**src/rtl/led_breath_seq_if.sv**
```systemverilog
// Control and duty bus of the LED breathing sequencer.
// The host drives the run controls; the sequencer returns duty and status.
interface led_breath_seq_if #(
  parameter int DUTY_WIDTH     = 8,
  parameter int STEP_DIV_WIDTH = 24,
  parameter int HOLD_WIDTH     = 8
);
  logic                      in_enable;
  logic [STEP_DIV_WIDTH-1:0] in_step_div;
  logic [HOLD_WIDTH-1:0]     in_hold_steps;
  logic [DUTY_WIDTH-1:0]     out_duty;
  logic                      out_step;
  logic [2:0]                out_phase;
  logic                      out_cycle_done;

  modport master (
    output in_enable,
    output in_step_div,
    output in_hold_steps,
    input  out_duty,
    input  out_step,
    input  out_phase,
    input  out_cycle_done
  );

  modport slave (
    input  in_enable,
    input  in_step_div,
    input  in_hold_steps,
    output out_duty,
    output out_step,
    output out_phase,
    output out_cycle_done
  );
endinterface

```
**src/rtl/led_breath_seq.sv**
```systemverilog
// Breathing duty sequencer: ramp up, dwell high, ramp down, dwell low.
// Feeds the PWM generator's duty input directly.
module led_breath_seq #(
  parameter int DUTY_WIDTH     = 8,
  parameter int STEP_DIV_WIDTH = 24,
  parameter int HOLD_WIDTH     = 8
) (
  input  logic            in_clk,
  input  logic            in_rst,
  led_breath_seq_if.slave bus
);

  localparam logic [DUTY_WIDTH-1:0] DMAX = '1;
  localparam logic [DUTY_WIDTH-1:0] ONE  = DUTY_WIDTH'(1);

  typedef enum logic [2:0] {
    IDLE    = 3'd0,
    RISE    = 3'd1,
    HOLD_HI = 3'd2,
    FALL    = 3'd3,
    HOLD_LO = 3'd4
  } state_t;

  state_t                    state_q, state_d;
  logic [DUTY_WIDTH-1:0]     duty_q, duty_d;
  logic [STEP_DIV_WIDTH-1:0] pre_q, pre_d;
  logic [HOLD_WIDTH-1:0]     hold_q, hold_d;
  logic                      step_q, step_d;
  logic                      done_q, done_d;

  logic                      tick;
  logic                      hold_end;
  logic                      up_step;
  logic                      up_last;
  logic [DUTY_WIDTH-1:0]     dn_duty;
  logic                      dn_step;
  logic                      dn_last;

  // ">=" so a lowered divider fires at once instead of wrapping
  assign tick     = (state_q != IDLE) &&
                    (pre_q >= bus.in_step_div);
  assign hold_end = (hold_q == bus.in_hold_steps);

  assign up_step  = (duty_q != DMAX);
  assign up_last  = (duty_q >= DMAX - ONE);
  assign dn_step  = (duty_q != '0);
  assign dn_duty  = dn_step ? duty_q - ONE : '0;
  assign dn_last  = (duty_q <= ONE);

  always_ff @(posedge in_clk) begin
    if (in_rst) begin
      state_q <= IDLE;
      duty_q  <= '0;
      pre_q   <= '0;
      hold_q  <= '0;
      step_q  <= 1'b0;
      done_q  <= 1'b0;
    end else begin
      state_q <= state_d;
      duty_q  <= duty_d;
      pre_q   <= pre_d;
      hold_q  <= hold_d;
      step_q  <= step_d;
      done_q  <= done_d;
    end
  end

  always_comb begin
    state_d = state_q;
    duty_d  = duty_q;
    pre_d   = '0;
    hold_d  = hold_q;
    step_d  = 1'b0;
    done_d  = 1'b0;
    if (state_q != IDLE && !tick) begin
      pre_d = pre_q + 1'b1;
    end
    unique case (state_q)
      IDLE: begin
        duty_d = '0;
        if (bus.in_enable) state_d = RISE;
      end
      RISE: begin
        if (tick) begin
          // fade-out continues from the current level
          if (!bus.in_enable) begin
            duty_d  = dn_duty;
            step_d  = dn_step;
            hold_d  = '0;
            state_d = dn_last ? HOLD_LO : FALL;
          end else begin
            duty_d = up_step ? duty_q + ONE : duty_q;
            step_d = up_step;
            if (up_last) begin
              state_d = HOLD_HI;
              hold_d  = '0;
            end
          end
        end
      end
      HOLD_HI: begin
        if (tick) begin
          if (!bus.in_enable || hold_end) begin
            state_d = FALL;
            hold_d  = '0;
          end else begin
            hold_d = hold_q + 1'b1;
          end
        end
      end
      FALL: begin
        if (tick) begin
          duty_d = dn_duty;
          step_d = dn_step;
          if (dn_last) begin
            state_d = HOLD_LO;
            hold_d  = '0;
          end
        end
      end
      HOLD_LO: begin
        if (tick) begin
          if (hold_end) begin
            done_d  = 1'b1;
            hold_d  = '0;
            state_d = bus.in_enable ? RISE : IDLE;
          end else begin
            hold_d = hold_q + 1'b1;
          end
        end
      end
      default: begin
        state_d = IDLE;
        duty_d  = '0;
        hold_d  = '0;
      end
    endcase
  end

  assign bus.out_duty       = duty_q;
  assign bus.out_step       = step_q;
  assign bus.out_phase      = state_q;
  assign bus.out_cycle_done = done_q;

  a_step_moves: assert property (
    @(posedge in_clk) disable iff (in_rst)
    step_q |-> (duty_q != $past(duty_q)));

  a_done_pulse: assert property (
    @(posedge in_clk) disable iff (in_rst)
    done_q |=> !done_q);

  a_idle_zero: assert property (
    @(posedge in_clk) disable iff (in_rst)
    (state_q == IDLE) |-> (duty_q == '0));

endmodule
```
**src/flat_wrapper.sv**
```systemverilog
// flat-port wrapper written by rule: the top's interface ports become plain ports
module led_breath_seq_flat 
#(
  parameter int DUTY_WIDTH     = 8,
  parameter int STEP_DIV_WIDTH = 24,
  parameter int HOLD_WIDTH     = 8
)
  (in_clk, in_rst, bus_in_enable, bus_in_step_div, bus_in_hold_steps, bus_out_duty, bus_out_step, bus_out_phase, bus_out_cycle_done);
  led_breath_seq_if #(.DUTY_WIDTH(DUTY_WIDTH), .STEP_DIV_WIDTH(STEP_DIV_WIDTH), .HOLD_WIDTH(HOLD_WIDTH)) bus_i ();
  input  logic in_clk;
  input  logic in_rst;
  input wire logic [$bits(bus_i.in_enable)-1:0] bus_in_enable;
  input wire logic [$bits(bus_i.in_step_div)-1:0] bus_in_step_div;
  input wire logic [$bits(bus_i.in_hold_steps)-1:0] bus_in_hold_steps;
  output wire logic [$bits(bus_i.out_duty)-1:0] bus_out_duty;
  output wire logic [$bits(bus_i.out_step)-1:0] bus_out_step;
  output wire logic [$bits(bus_i.out_phase)-1:0] bus_out_phase;
  output wire logic [$bits(bus_i.out_cycle_done)-1:0] bus_out_cycle_done;
  assign bus_i.in_enable = bus_in_enable;
  assign bus_i.in_step_div = bus_in_step_div;
  assign bus_i.in_hold_steps = bus_in_hold_steps;
  assign bus_out_duty = bus_i.out_duty;
  assign bus_out_step = bus_i.out_step;
  assign bus_out_phase = bus_i.out_phase;
  assign bus_out_cycle_done = bus_i.out_cycle_done;
  led_breath_seq #(.DUTY_WIDTH(DUTY_WIDTH), .STEP_DIV_WIDTH(STEP_DIV_WIDTH), .HOLD_WIDTH(HOLD_WIDTH)) u_core (.in_clk(in_clk), .in_rst(in_rst), .bus(bus_i));
endmodule
```
**config.mk**
```make
export PLATFORM = sky130hd
export DESIGN_NAME = led_breath_seq_flat
export DESIGN_NICKNAME = d
export VERILOG_FILES = /design/src/rtl/led_breath_seq_if.sv /design/src/rtl/led_breath_seq.sv /design/src/flat_wrapper.sv
export SDC_FILE = /design/constraint.sdc
export NUM_CORES = 1
export LEC_CHECK = 0
export CORE_MARGIN = 8
export CORE_UTILIZATION = 26
export CTS_BUF_LIST = sky130_fd_sc_hd__clkbuf_4
export DETAILED_ROUTE_END_ITERATION = 10
export SYNTH_ARGS = -nofsm -noshare
export SYNTH_HDL_FRONTEND = slang
export SYNTH_SLANG_ARGS = --single-unit
```
**constraint.sdc**
```tcl
create_clock -name in_clk -period 3.7 [get_ports in_clk]
set_clock_uncertainty 0.1 [all_clocks]
set_input_delay 0.555 -clock in_clk [delete_from_list [all_inputs] [get_ports in_clk]]
set_output_delay 0.555 -clock in_clk [all_outputs]
set_load 0.02 [all_outputs]
```
After elaboration in Yosys (flattened, before gate mapping):

Index checks and enable logic that the tools add are counted.

* bits of input ports: 35
* register bits: 45
* logic and storage cells: 82
* output and inout port bits: 13

* equal/unequal tests: 16
* $lt $le $gt $ge: 3
* bitwise operators: 5
* reductions and logical operators: 14
* mux-type cells: 34
* $add $sub $neg: 4

Operators by type and width (count)
* 2-to-1 mux 8 bit: 14
* case mux 8 bit (5 select lines): 1
* 2-to-1 mux 3 bit: 11
* adder 24 x 1 -> 24 bit, second input constant: 1
* >= comparator 24 bit: 1
* case mux 8 bit (3 select lines): 1
* adder 8 x 1 -> 8 bit, second input constant: 2
* case mux 3 bit (5 select lines): 1
* != test 2 x 1 -> 1 bit, second input constant: 7
* AND reduction 9 bit: 1
* == test 8 bit: 1
* >= comparator 8 bit, second input constant: 1
* <= comparator 8 x 1 -> 1 bit, second input constant: 1
* != test 8 bit, second input constant: 1
* nonzero test 8 bit: 1
* subtractor 8 x 1 -> 8 bit, second input constant: 1
* AND reduction 7 bit: 1
* == test 3 x 2 -> 1 bit, second input constant: 2
* != test 3 x 2 -> 1 bit, second input constant: 2
* 2-to-1 mux 1 bit: 5
* NOT 1 bit: 5
* AND reduction 4 bit: 1
* OR reduction 2 bit: 2
* == test 3 x 1 -> 1 bit, second input constant: 1
* other kinds (9): 11

Longest topological paths before layout:

Gate-level depths: netlist of the first run.

* word-level depth: 6
* mapped depth: 11
* mapped depth without buffers: 9

Least setup slack after synthesis of the first run:

No wires, ideal clock.

* path kind: in2reg
* start: input port bus_in_step_div[23]
* end: register u_core.hold_q[6]
* data required time: 3483 ps
* setup slack: 1043 ps
* arrival: 2439 ps
* path buffers: 0
* cell stages on the path: 9
* cell sequence: inv_1 -> ha_1 -> nand4_1 -> nor3_1 -> and4_1 -> a2111oi_0 -> a21o_1 -> or3_1 -> a32o_1

* longest elaborated chain between the ends: 4

RTL lines
* start: declaration: line flat_wrapper.sv:13 `input wire logic [$bits(bus_i.in_step_div)-1:0] bus_in_step_div;`
* >= comparator 24 bit *: line led_breath_seq.sv:41 `(pre_q >= bus.in_step_div);`
* logical AND 1 bit *: line led_breath_seq.sv:40 `assign tick = (state_q != IDLE) &&`
* != test 2 x 1 -> 1 bit (no source line)
* AND reduction 7 bit (no source line) *
* end signal: assignment: line led_breath_seq.sv:62 `hold_q <= hold_d;`
* end: declaration: line led_breath_seq.sv:27 `logic [HOLD_WIDTH-1:0] hold_q, hold_d;`

Mark *: on every way between the ends. The rest lies on a longest branch, timed or not.
A chain may end at the register's enable or synchronous reset.

Worst setup path after layout of the first run:

* start: input port bus_in_step_div[23]
* end: register u_core.duty_q[4] (netlist: u_core.bus.out_duty[4])

* longest elaborated chain between the ends: 4

RTL lines
* >= comparator 24 bit *: line led_breath_seq.sv:41
* logical AND 1 bit *: line led_breath_seq.sv:40
* != test 2 x 1 -> 1 bit (no source line)
* AND reduction 4 bit (no source line) *
* end signal: assignment: line led_breath_seq.sv:60 `duty_q <= duty_d;`
* end: declaration: line led_breath_seq.sv:25 `logic [DUTY_WIDTH-1:0] duty_q, duty_d;`

Marks and branches as above.

==> results of run 1 <==
==> stage by stage <==
stage	worst slack [ns]	util
2_1_floorplan	1.043	-
5_1_grt	0.2697	0.3255
3_5_place_dp	0.2572	0.3183
6_report	0.6083	0.3255
4_1_cts	0.6381	0.3255
3_3_place_gp	0.2725	0.3183
==> registers in the layout, indices dropped and copies added (netlist names) <==
name / flops
u_core.bus.out_cycle_done: 1
u_core.bus.out_duty: 8
u_core.bus.out_phase: 3
u_core.bus.out_step: 1
u_core.hold_q: 8
u_core.pre_q: 24
==> kinds of logic after synthesis <==
group	Yosys count	synth area share
xor gates and xnor gates	30	0.08168
and+or+nand+nor	159	0.2486
adders and majority gates	30	0.1167
muxes	2	0.007778
AOI/OAI and AO/OA	89	0.1980
DFF	45	0.2800
buffers and inverters	49	0.06729
==> synthesized netlist by cell type (3+ instances only) <==
library cell  instances  area (sq um)
dfxtp_1              45         900.9
nor2_1               45         168.9
nand2_1              34         127.6
inv_1                33         123.9
ha_1                 30         375.4
a21oi_1              22         110.1
xor2_1               18         157.7
o21ai_0              14         70.07
and3_1               13         81.33
nand3_1              13         65.06
nor3_1               12         60.06
xnor2_1              12         105.1
o211ai_1             11         82.58
clkbuf_1             10         37.54
a32o_1                9         90.09
nand4_1               8         50.05
or3_1                 6         37.54
a211oi_1              5         37.54
nand2b_1              5         31.28
nor3b_1               4         30.03
a21o_1                3         22.52
a221oi_1              3         26.28
and4_1                3         26.28
buf_6                 3         33.78
nor2b_1               3         18.77
nor4_1                3         18.77
==> per-layer routing <==
metal,wire length [microns],GRT usage,up-vias
met4,156,0.03219,0
met5,0,0,-
met3,529,0.02870,13
met1,3654,0.1273,1392
met2,3916,0.1765,71
li1,-,-,1538
==> power by group through the flow <==
stage	clock network, uW	registers [uW]	logic (uW)
floorplan	0	514	107
global placement	0	515	174
detailed placement	0	515	177
CTS	346	505	179
global route	357	507	198
finish	333	505	177
==> cell type report <==
class | count | area [sq um] | area share
inverters | 34 | 127.6 | 0.03250
well taps | 168 | 210.2 | 0.05354
clock buffers | 5 | 37.54 | 0.009560
multi-input cells | 310 | 2100 | 0.5347
repair buffers | 51 | 500.5 | 0.1275
clock inverters | 3 | 50.05 | 0.01275
flip-flops and latches | 45 | 900.9 | 0.2294
==> worst min path at each step <==
stage / slack, ns / from / end
finish: 0.40 / u_core.pre_q[0] / u_core.pre_q[0]
detailed placement: 0.36 / u_core.pre_q[0] / u_core.pre_q[0]
CTS: 0.40 / u_core.pre_q[0] / u_core.pre_q[0]
global placement: 0.34 / u_core.pre_q[0] / u_core.pre_q[0]
floorplan: 0.33 / u_core.pre_q[0] / u_core.pre_q[0]
global route: 0.44 / u_core.pre_q[0] / u_core.pre_q[0]
==> metrics.md, run 1 <==
| Metric | Value |
|---|---|
| Initial antenna violation count | `0` |
| Final setup TNS | `0 ns` |
| Sw power | `291.2 uW` |
| # diodes | `0` |
| Worst vdd ir | `0.1091 mV` |
| Setup CP Type | `input port to flop` |
| Placed Cells incl. Taps | `608` |
| Die area | `16,190 sq um` |
| Tightest Hold Check Type | `flop to flop` |
| Finished Layout Cells | `616` |
| R2r endpoint | `u_core.hold_q[4]` |
| Least-Margin Pin Slew | `0.6875 ns` |
| Grt ovf | `0` |
| Count of different cell masters after synthesis | `58` |
| Slowest Stage Delay on Critical Path | `0.52 ns` |
| Die Span X | `127.2 microns` |
| Cell Area, Synth | `3217 sq um` |
| Switching share of power | `0.2869` |
| Synth Register Bits | `45` |
| Synth warn | `0` |
| Final setup fails | `0` |
| Starting DRT DRC Count | `186` |
| Port Buffers | `47` |
| Fin area | `3926 sq um` |
| Hold slack | `0.3990 ns` |
| Endpoint class of the critical path | `flop` |
| Crit. Startpoint | `bus_in_step_div[23]` |
| Detail Placement HPWL | `6491 microns` |
| Critical Path RT | `3.89 ns` |
| P_leak | `0.001525 uW` |
| Cell count along the critical path | `10` |
| Clk slew on worst S/H paths | `0.16 ns` |
| Net count after synthesis | `469` |
| Initial Utilization | `0.2667` |
| CTS Hold Bufs | `0` |
| Root Driver | `clkbuf_4` |
| Routed WL per cell | `13.40 microns` |
| WP buf/inv | `2` |
| Post-synth EDFFs | `0` |
| Cell Int Power | `723.8 uW` |
| Worst endpoint data arrival time | `3.28 ns` |
| Syn avg cell area | `7.962 sq um` |
| Startpoint types | `input port` |
| Clock share of power | `0.328` |
| Resize count post-CTS | `0` |
| First-pass GRT wire length | `14,220 microns` |
| R2R depth | `10` |
| Cells after Synth | `404` |
| Clock Tree Buf Depth | `2` |
| Ports | `48` |
| Core area | `12,060 sq um` |
| Worst Hold Depth | `1` |
| CTS Buf Count | `5` |
| Status | `finished, final reports clean` |
| Worst path slowest cell | `a21boi_0` |
| Fillers | `1,279` |
| Max Freq | `323.4 MHz` |
| Most frequent cells in the layout | `clkdlybuf4s50_1 (47), nor2_1 (45), dfxtp_1 (45), nand2_1 (34), inv_1 (33)` |
| # DRC | `0` |
| Comb power frac | `0.175` |
| CTS tree | `yes` |
| Drt first pass iters | `5` |
| PwrDens | `258.5 nW/um^2` |
| Flop pwr share | `0.497` |
| Seq/Total Area, Yosys | `0.2800` |
| Area grow syn2layout | `22.05%` |
| Final ANT Viol Nets | `0` |
| Top_reg_cell synth | `dfxtp_1` |
| Max-cap viol count | `0` |
| Height of the die | `127.2 microns` |
| Vias per std cell | `4.893` |
| Placer Congestion | `0.8915` |
| Hold Violations, Final | `0` |
| Reg2reg setup slack | `0.78 ns` |
| Placement row count | `40` |
| Critical-path cell list | `clkdlybuf4s50_1 -> inv_1 -> ha_1 -> nand4_1 -> nor3_1 -> and4_1 -> a21oi_1 -> a21boi_0 -> o21ai_0 -> a32o_1` |
| Most common cell after layout, fill and taps aside | `clkdlybuf4s50_1` |
| Clock net sink count | `45` |
| Number of global-route vias before repair | `3,020` |
| CP Max Fanout | `4` |
| Detailed Route WL | `8257 microns` |
| Nets | `512` |
| Routed via count | `3,014` |
| RSZ-0062 raised after global routing | `no` |
| Last element of the critical path | `u_core.bus.out_duty[4]` |
| Total power | `1015 uW` |
| Async S/R FF share, synth | `0` |
| Final slew viol count | `0` |
| All-Layer GR Usage | `0.1049` |
| Worst slew margin | `0.5368` |
| Fin crit period | `3.092 ns` |
| # Post-CTS Setup Buffers | `0` |
| RR Startpoint | `u_core.pre_q[0]` |
| Crit-path leading delay family | `compound AO/OA/AOI/OAI gates` |
| H-tree depth | `2` |
| Largest net degree at the start of global routing | `25` |
| Placed instance area | `3839 sq um` |
| Skew-Pair Late Insertion Delay | `0.37 ns` |
| Fraction of layout cells with a size suffix above 1 | `0.04911` |
| Final period util | `0.8356` |
No activity file was read; power rests on OpenSTA's default activity.
==> inputs of run 2 (changes only) <==
clock period = 3 ns   (was 3.7 ns; I/O delays follow)
==> metrics.md, run 2 (synthesis gave the netlist of run 1 again) <==
| Metric | Value |
|---|---|
| Status | `finished, final reports clean` |
| Largest net degree at the start of global routing | `25` |
| Least-Margin Pin Slew | `0.6543 ns` |
| P_leak | `0.001627 uW` |
| Worst endpoint data arrival time | `2.98 ns` |
| Setup CP Type | `input port to flop` |
| Resize count post-CTS | `0` |
| Setup WS post-layout | `0.1942 ns` |
| Nets | `533` |
| First-pass GRT wire length | `14,050 microns` |
| R2r endpoint | `u_core.hold_q[4]` |
| Vias per std cell | `4.812` |
| R2R depth | `11` |
| # Post-CTS Setup Buffers | `0` |
| Skew-Pair Late Insertion Delay | `0.37 ns` |
| Number of global-route vias before repair | `3,006` |
| Most frequent cells in the layout | `clkdlybuf4s50_1 (47), nor2_1 (45), dfxtp_1 (45), nand2_1 (34), inv_1 (33)` |
| Endpoint class of the critical path | `flop` |
| Placement row count | `40` |
| Fraction of layout cells with a size suffix above 1 | `0.09595` |
| Core area | `12,060 sq um` |
| CTS tree | `yes` |
| Critical Path RT | `3.17 ns` |
| Reg2reg setup slack | `0.35 ns` |
| Placed instance area | `4009 sq um` |
| Initial antenna violation count | `1` |
| Max-cap viol count | `0` |
| Routed via count | `3,070` |
| H-tree depth | `2` |
| Min-delay src | `u_core.pre_q[0]` |
| Placer Congestion | `0.8477` |
| Grt ovf | `0` |
| Tightest Hold Check Type | `flop to flop` |
| Die area | `16,190 sq um` |
| Worst slew margin | `0.5638` |
| Clk slew on worst S/H paths | `0.15 ns` |
| Fin area | `4099 sq um` |
| Die Span X | `127.2 microns` |
| Final ANT Viol Nets | `0` |
| Post-layout util | `0.3398` |
| Worst slack at placement | `-0.2921 ns` |
| RR Startpoint | `u_core.pre_q[0]` |
| Worst vdd ir | `0.1642 mV` |
| Placed Cells incl. Taps | `629` |
| Fin crit period | `2.806 ns` |
| Drt first pass iters | `4` |
| Worst Hold Depth | `1` |
| Max reg flops | `24` |
| Final setup fails | `0` |
| # DRC | `0` |
| CTS Buf Count | `5` |
| PwrDens | `286.4 nW/um^2` |
| Initial Utilization | `0.2667` |
| Root Driver | `clkbuf_4` |
| Hold Violations, Final | `0` |
| Max Freq | `356.4 MHz` |
| Starting DRT DRC Count | `199` |
| RSZ-0062 raised after global routing | `no` |
| Final period util | `0.9353` |
| Final slew viol count | `0` |
| Clock Tree Buf Depth | `2` |
| Routed WL per cell | `13.07 microns` |
| Finished Layout Cells | `638` |
| CTS Hold Bufs | `0` |
| Detail Placement HPWL | `6565 microns` |
| Hold EP | `u_core.pre_q[0]` |
| Clock net sink count | `45` |
| Most common cell after layout, fill and taps aside | `clkdlybuf4s50_1` |
| Register with the most flip-flops | `u_core.pre_q` |
| Area grow syn2layout | `27.42%` |
| Port Buffers | `47` |
| CP Max Fanout | `7` |
| Startpoint types | `input port` |
| Detailed Route WL | `8339 microns` |
| Height of the die | `127.2 microns` |
| Ports | `48` |
| All-Layer GR Usage | `0.1041` |
==> run 2: cell types whose count changed in the layout (fill, tap and decap cells not counted), sizes merged <==
cell,before,now
clkinvlp,0,1
diode,0,1
bufinv,1,0
buf,4,25
==> run 2: final cells by class <==
class	instances	area (sq um)
clock inverters	3	25.02
inverters	34	127.6
repair buffers	72	670.6
flip-flops and latches	45	900.9
multi-input cells	310	2125
clock buffers	5	37.54
well taps	168	210.2
fillers	1271	7963
diodes	1	2.502
==> run 2: stage by stage <==
stage / hold slack, ns / power, uW / TNS [ns]
6_report: 0.3737 / 1174 / 0
5_1_grt: 0.4078 / 1237 / 0
4_1_cts: 0.3766 / 1191 / 0
3_5_place_dp: 0.3470 / 865.0 / -6.349
3_3_place_gp: 0.3425 / 862.0 / -5.129
2_1_floorplan: 0.3256 / 766.0 / 0
==> run 2: worst max path at each step <==
stage	start	end	slack, ns	cells past startpoint
final	bus_in_step_div[7]	u_core.hold_q[4]	0.19	12
after global routing	bus_in_step_div[7]	u_core.bus.out_duty[5]	0.06	12
after CTS	bus_in_step_div[7]	u_core.hold_q[4]	0.12	12
after detailed placement	bus_in_step_div[7]	u_core.hold_q[4]	-0.29	12
after global placement	bus_in_step_div[5]	u_core.hold_q[4]	-0.26	12
after floorplan	bus_in_step_div[23]	u_core.hold_q[6]	0.45	9
==> run 2: routing by layer <==
layer	up-vias	GRT usage	share of wire
li1	1580	-	-
met1	1406	0.1306	0.46
met2	74	0.1740	0.47
met3	10	0.02829	0.059
met4	0	0.02309	0.0096
met5	-	0	0
==> run 2: critical path, stage by stage <==
cell	delay, ns
clkdlybuf4s50_1	0.46
inv_1	0.05
ha_1	0.32
a21oi_1	0.20
o211ai_1	0.11
o21bai_1	0.21
a2111oi_1	0.42
buf_4	0.19
a21o_4	0.14
nor3_1	0.05
buf_4	0.17
a32o_1	0.21
==> run 2: where the power goes <==
part | switching, uW | internal, uW | leakage, uW
sequential | 15.2 | 606 | 0.000363
combinational | 119 | 116 | 0.00123
clock | 222 | 96.1 | 0.0000318
==> inputs of run 3 (changes only) <==
CORE_MARGIN = 2   (was 8)
==> metrics.md, run 3 (synthesis gave the netlist of run 1 again) <==
| Metric | Value |
|---|---|
| Worst Hold Depth | `1` |
| Cell Int Power | `819.1 uW` |
| Total power | `1179 uW` |
| Setup WS post-layout | `0.1353 ns` |
| Starting DRT DRC Count | `160` |
| Nets | `534` |
| Clock net sink count | `45` |
| Most frequent cells in the layout | `clkdlybuf4s50_1 (47), nor2_1 (45), dfxtp_1 (45), nand2_1 (34), inv_1 (33)` |
| All-Layer GR Usage | `0.1289` |
| Most common cell after layout, fill and taps aside | `clkdlybuf4s50_1` |
| Register with the most flip-flops | `u_core.pre_q` |
| Core area | `12,060 sq um` |
| Switching share of power | `0.3051` |
| Fillers | `1,273` |
| Routed WL per cell | `13.15 microns` |
| Vias per std cell | `4.918` |
| R2R depth | `11` |
| Fin crit period | `2.865 ns` |
| Height of the die | `115.2 microns` |
| Critical Path RT | `3.20 ns` |
| Max Freq | `349.1 MHz` |
| # Post-CTS Setup Buffers | `0` |
| Placer Congestion | `0.8588` |
| Initial Utilization | `0.2667` |
| Worst vdd ir | `0.1612 mV` |
| Least-Margin Pin Slew | `0.6753 ns` |
| Root Driver | `clkbuf_4` |
| Final slew viol count | `0` |
| Clock share of power | `0.272` |
| Clk slew on worst S/H paths | `0.14 ns` |
| Slowest Stage Delay on Critical Path | `0.50 ns` |
| Worst path slowest cell | `or4_1` |
| Fin area | `4108 sq um` |
| Final ANT Viol Nets | `0` |
| Drt first pass iters | `6` |
| First-pass GRT wire length | `13,970 microns` |
| Sw power | `359.6 uW` |
| CTS tree | `yes` |
| Detailed Route WL | `8389 microns` |
| Ports | `48` |
| Critical-path cell list | `clkdlybuf4s50_1 -> inv_1 -> ha_1 -> nand4_1 -> nor3_2 -> buf_4 -> and4_4 -> a2111oi_2 -> buf_4 -> a21o_1 -> buf_4 -> or4_1 -> a21oi_2` |
| Startpoint types | `input port` |
| Grt ovf | `0` |
| Clock Tree Buf Depth | `2` |
| H-tree depth | `2` |
| Max-cap viol count | `0` |
| CTS Buf Count | `5` |
| Final setup TNS | `0 ns` |
| CTS Hold Bufs | `0` |
| Tightest Hold Check Type | `flop to flop` |
| Number of global-route vias before repair | `2,908` |
| Hold Violations, Final | `0` |
| Die Span X | `115.2 microns` |
| Final period util | `0.9549` |
| Largest net degree at the start of global routing | `25` |
| Initial antenna violation count | `0` |
| Crit path top cell by count | `buf_4` |
| Status | `finished, final reports clean` |
| Skew-Pair Late Insertion Delay | `0.38 ns` |
| Area of the multi-input gates | `2128 sq um` |
| Port Buffers | `47` |
| Area grow syn2layout | `27.69%` |
| Placed instance area | `4016 sq um` |
| Setup CP Type | `input port to flop` |
| Fraction of layout cells with a size suffix above 1 | `0.1021` |
| Worst endpoint data arrival time | `3.07 ns` |
| Comb power frac | `0.201` |
| # diodes | `0` |
| Storage cell area | `900.9 sq um` |
| Endpoint class of the critical path | `flop` |
| PwrDens | `286.9 nW/um^2` |
| # DRC | `0` |
| Max reg flops | `24` |
| CP Max Fanout | `5` |
| Final setup fails | `0` |
| Resize count post-CTS | `0` |
| P_leak | `0.001632 uW` |
| Routed via count | `3,138` |
| Detail Placement HPWL | `6314 microns` |
| Worst slew margin | `0.5498` |
| Flop pwr share | `0.527` |
| Die area | `13,280 sq um` |
| Placement row count | `40` |
| Worst slack at placement | `-0.2895 ns` |
run 3: metrics by stage:
step	hold slack [ns]	utilization	cells
after global routing	0.4184	0.3406	638
after CTS	0.3913	0.3382	638
after global placement	0.3423	0.3330	630
final	0.3852	0.3406	638
after detailed placement	0.3596	0.3330	630
after floorplan	0.3256	-	404
run 3: worst max-delay path, delay by kind of cell:
family / cells / cell delay, ns
AOI/OAI and AO/OA: 3 / 0.42
buffers and inverters: 5 / 0.95
and+or+nand+nor: 4 / 0.96
adders and majority gates: 1 / 0.30
run 3: routing by layer:
metal	wire length (microns)	track usage	vias up
met2	3947	0.2133	76
met4	131	0.03454	0
li1	-	-	1583
met1	3926	0.1745	1468
met5	0	0	-
met3	383	0.02056	11
run 3: power groups by stage:
stage          Clock, uW  Combinational (uW)  Sequential, uW
2_1_floorplan          0                 131             634
3_3_place_gp           0                 230             633
3_5_place_dp           0                 233             634
4_1_cts              333                 235             621
5_1_grt              367                 261             624
6_report             321                 236             621
run 3: layout make-up:
class                   count  area share
repair buffers             73      0.1651
inverters                  34     0.03107
flip-flops and latches     45      0.2193
clock inverters             3    0.006092
well taps                 168     0.05117
multi-input cells         310      0.5181
clock buffers               5    0.009138
run 3: final timing paths:
check	start	endpoint	slack (ns)
setup / recovery	bus_in_step_div[23]	u_core.hold_q[0]	0.14
hold reg to reg	u_core.pre_q[0]	u_core.pre_q[0]	0.39
setup reg to reg	u_core.pre_q[0]	u_core.hold_q[6]	0.27
hold / removal	u_core.pre_q[0]	u_core.pre_q[0]	0.39
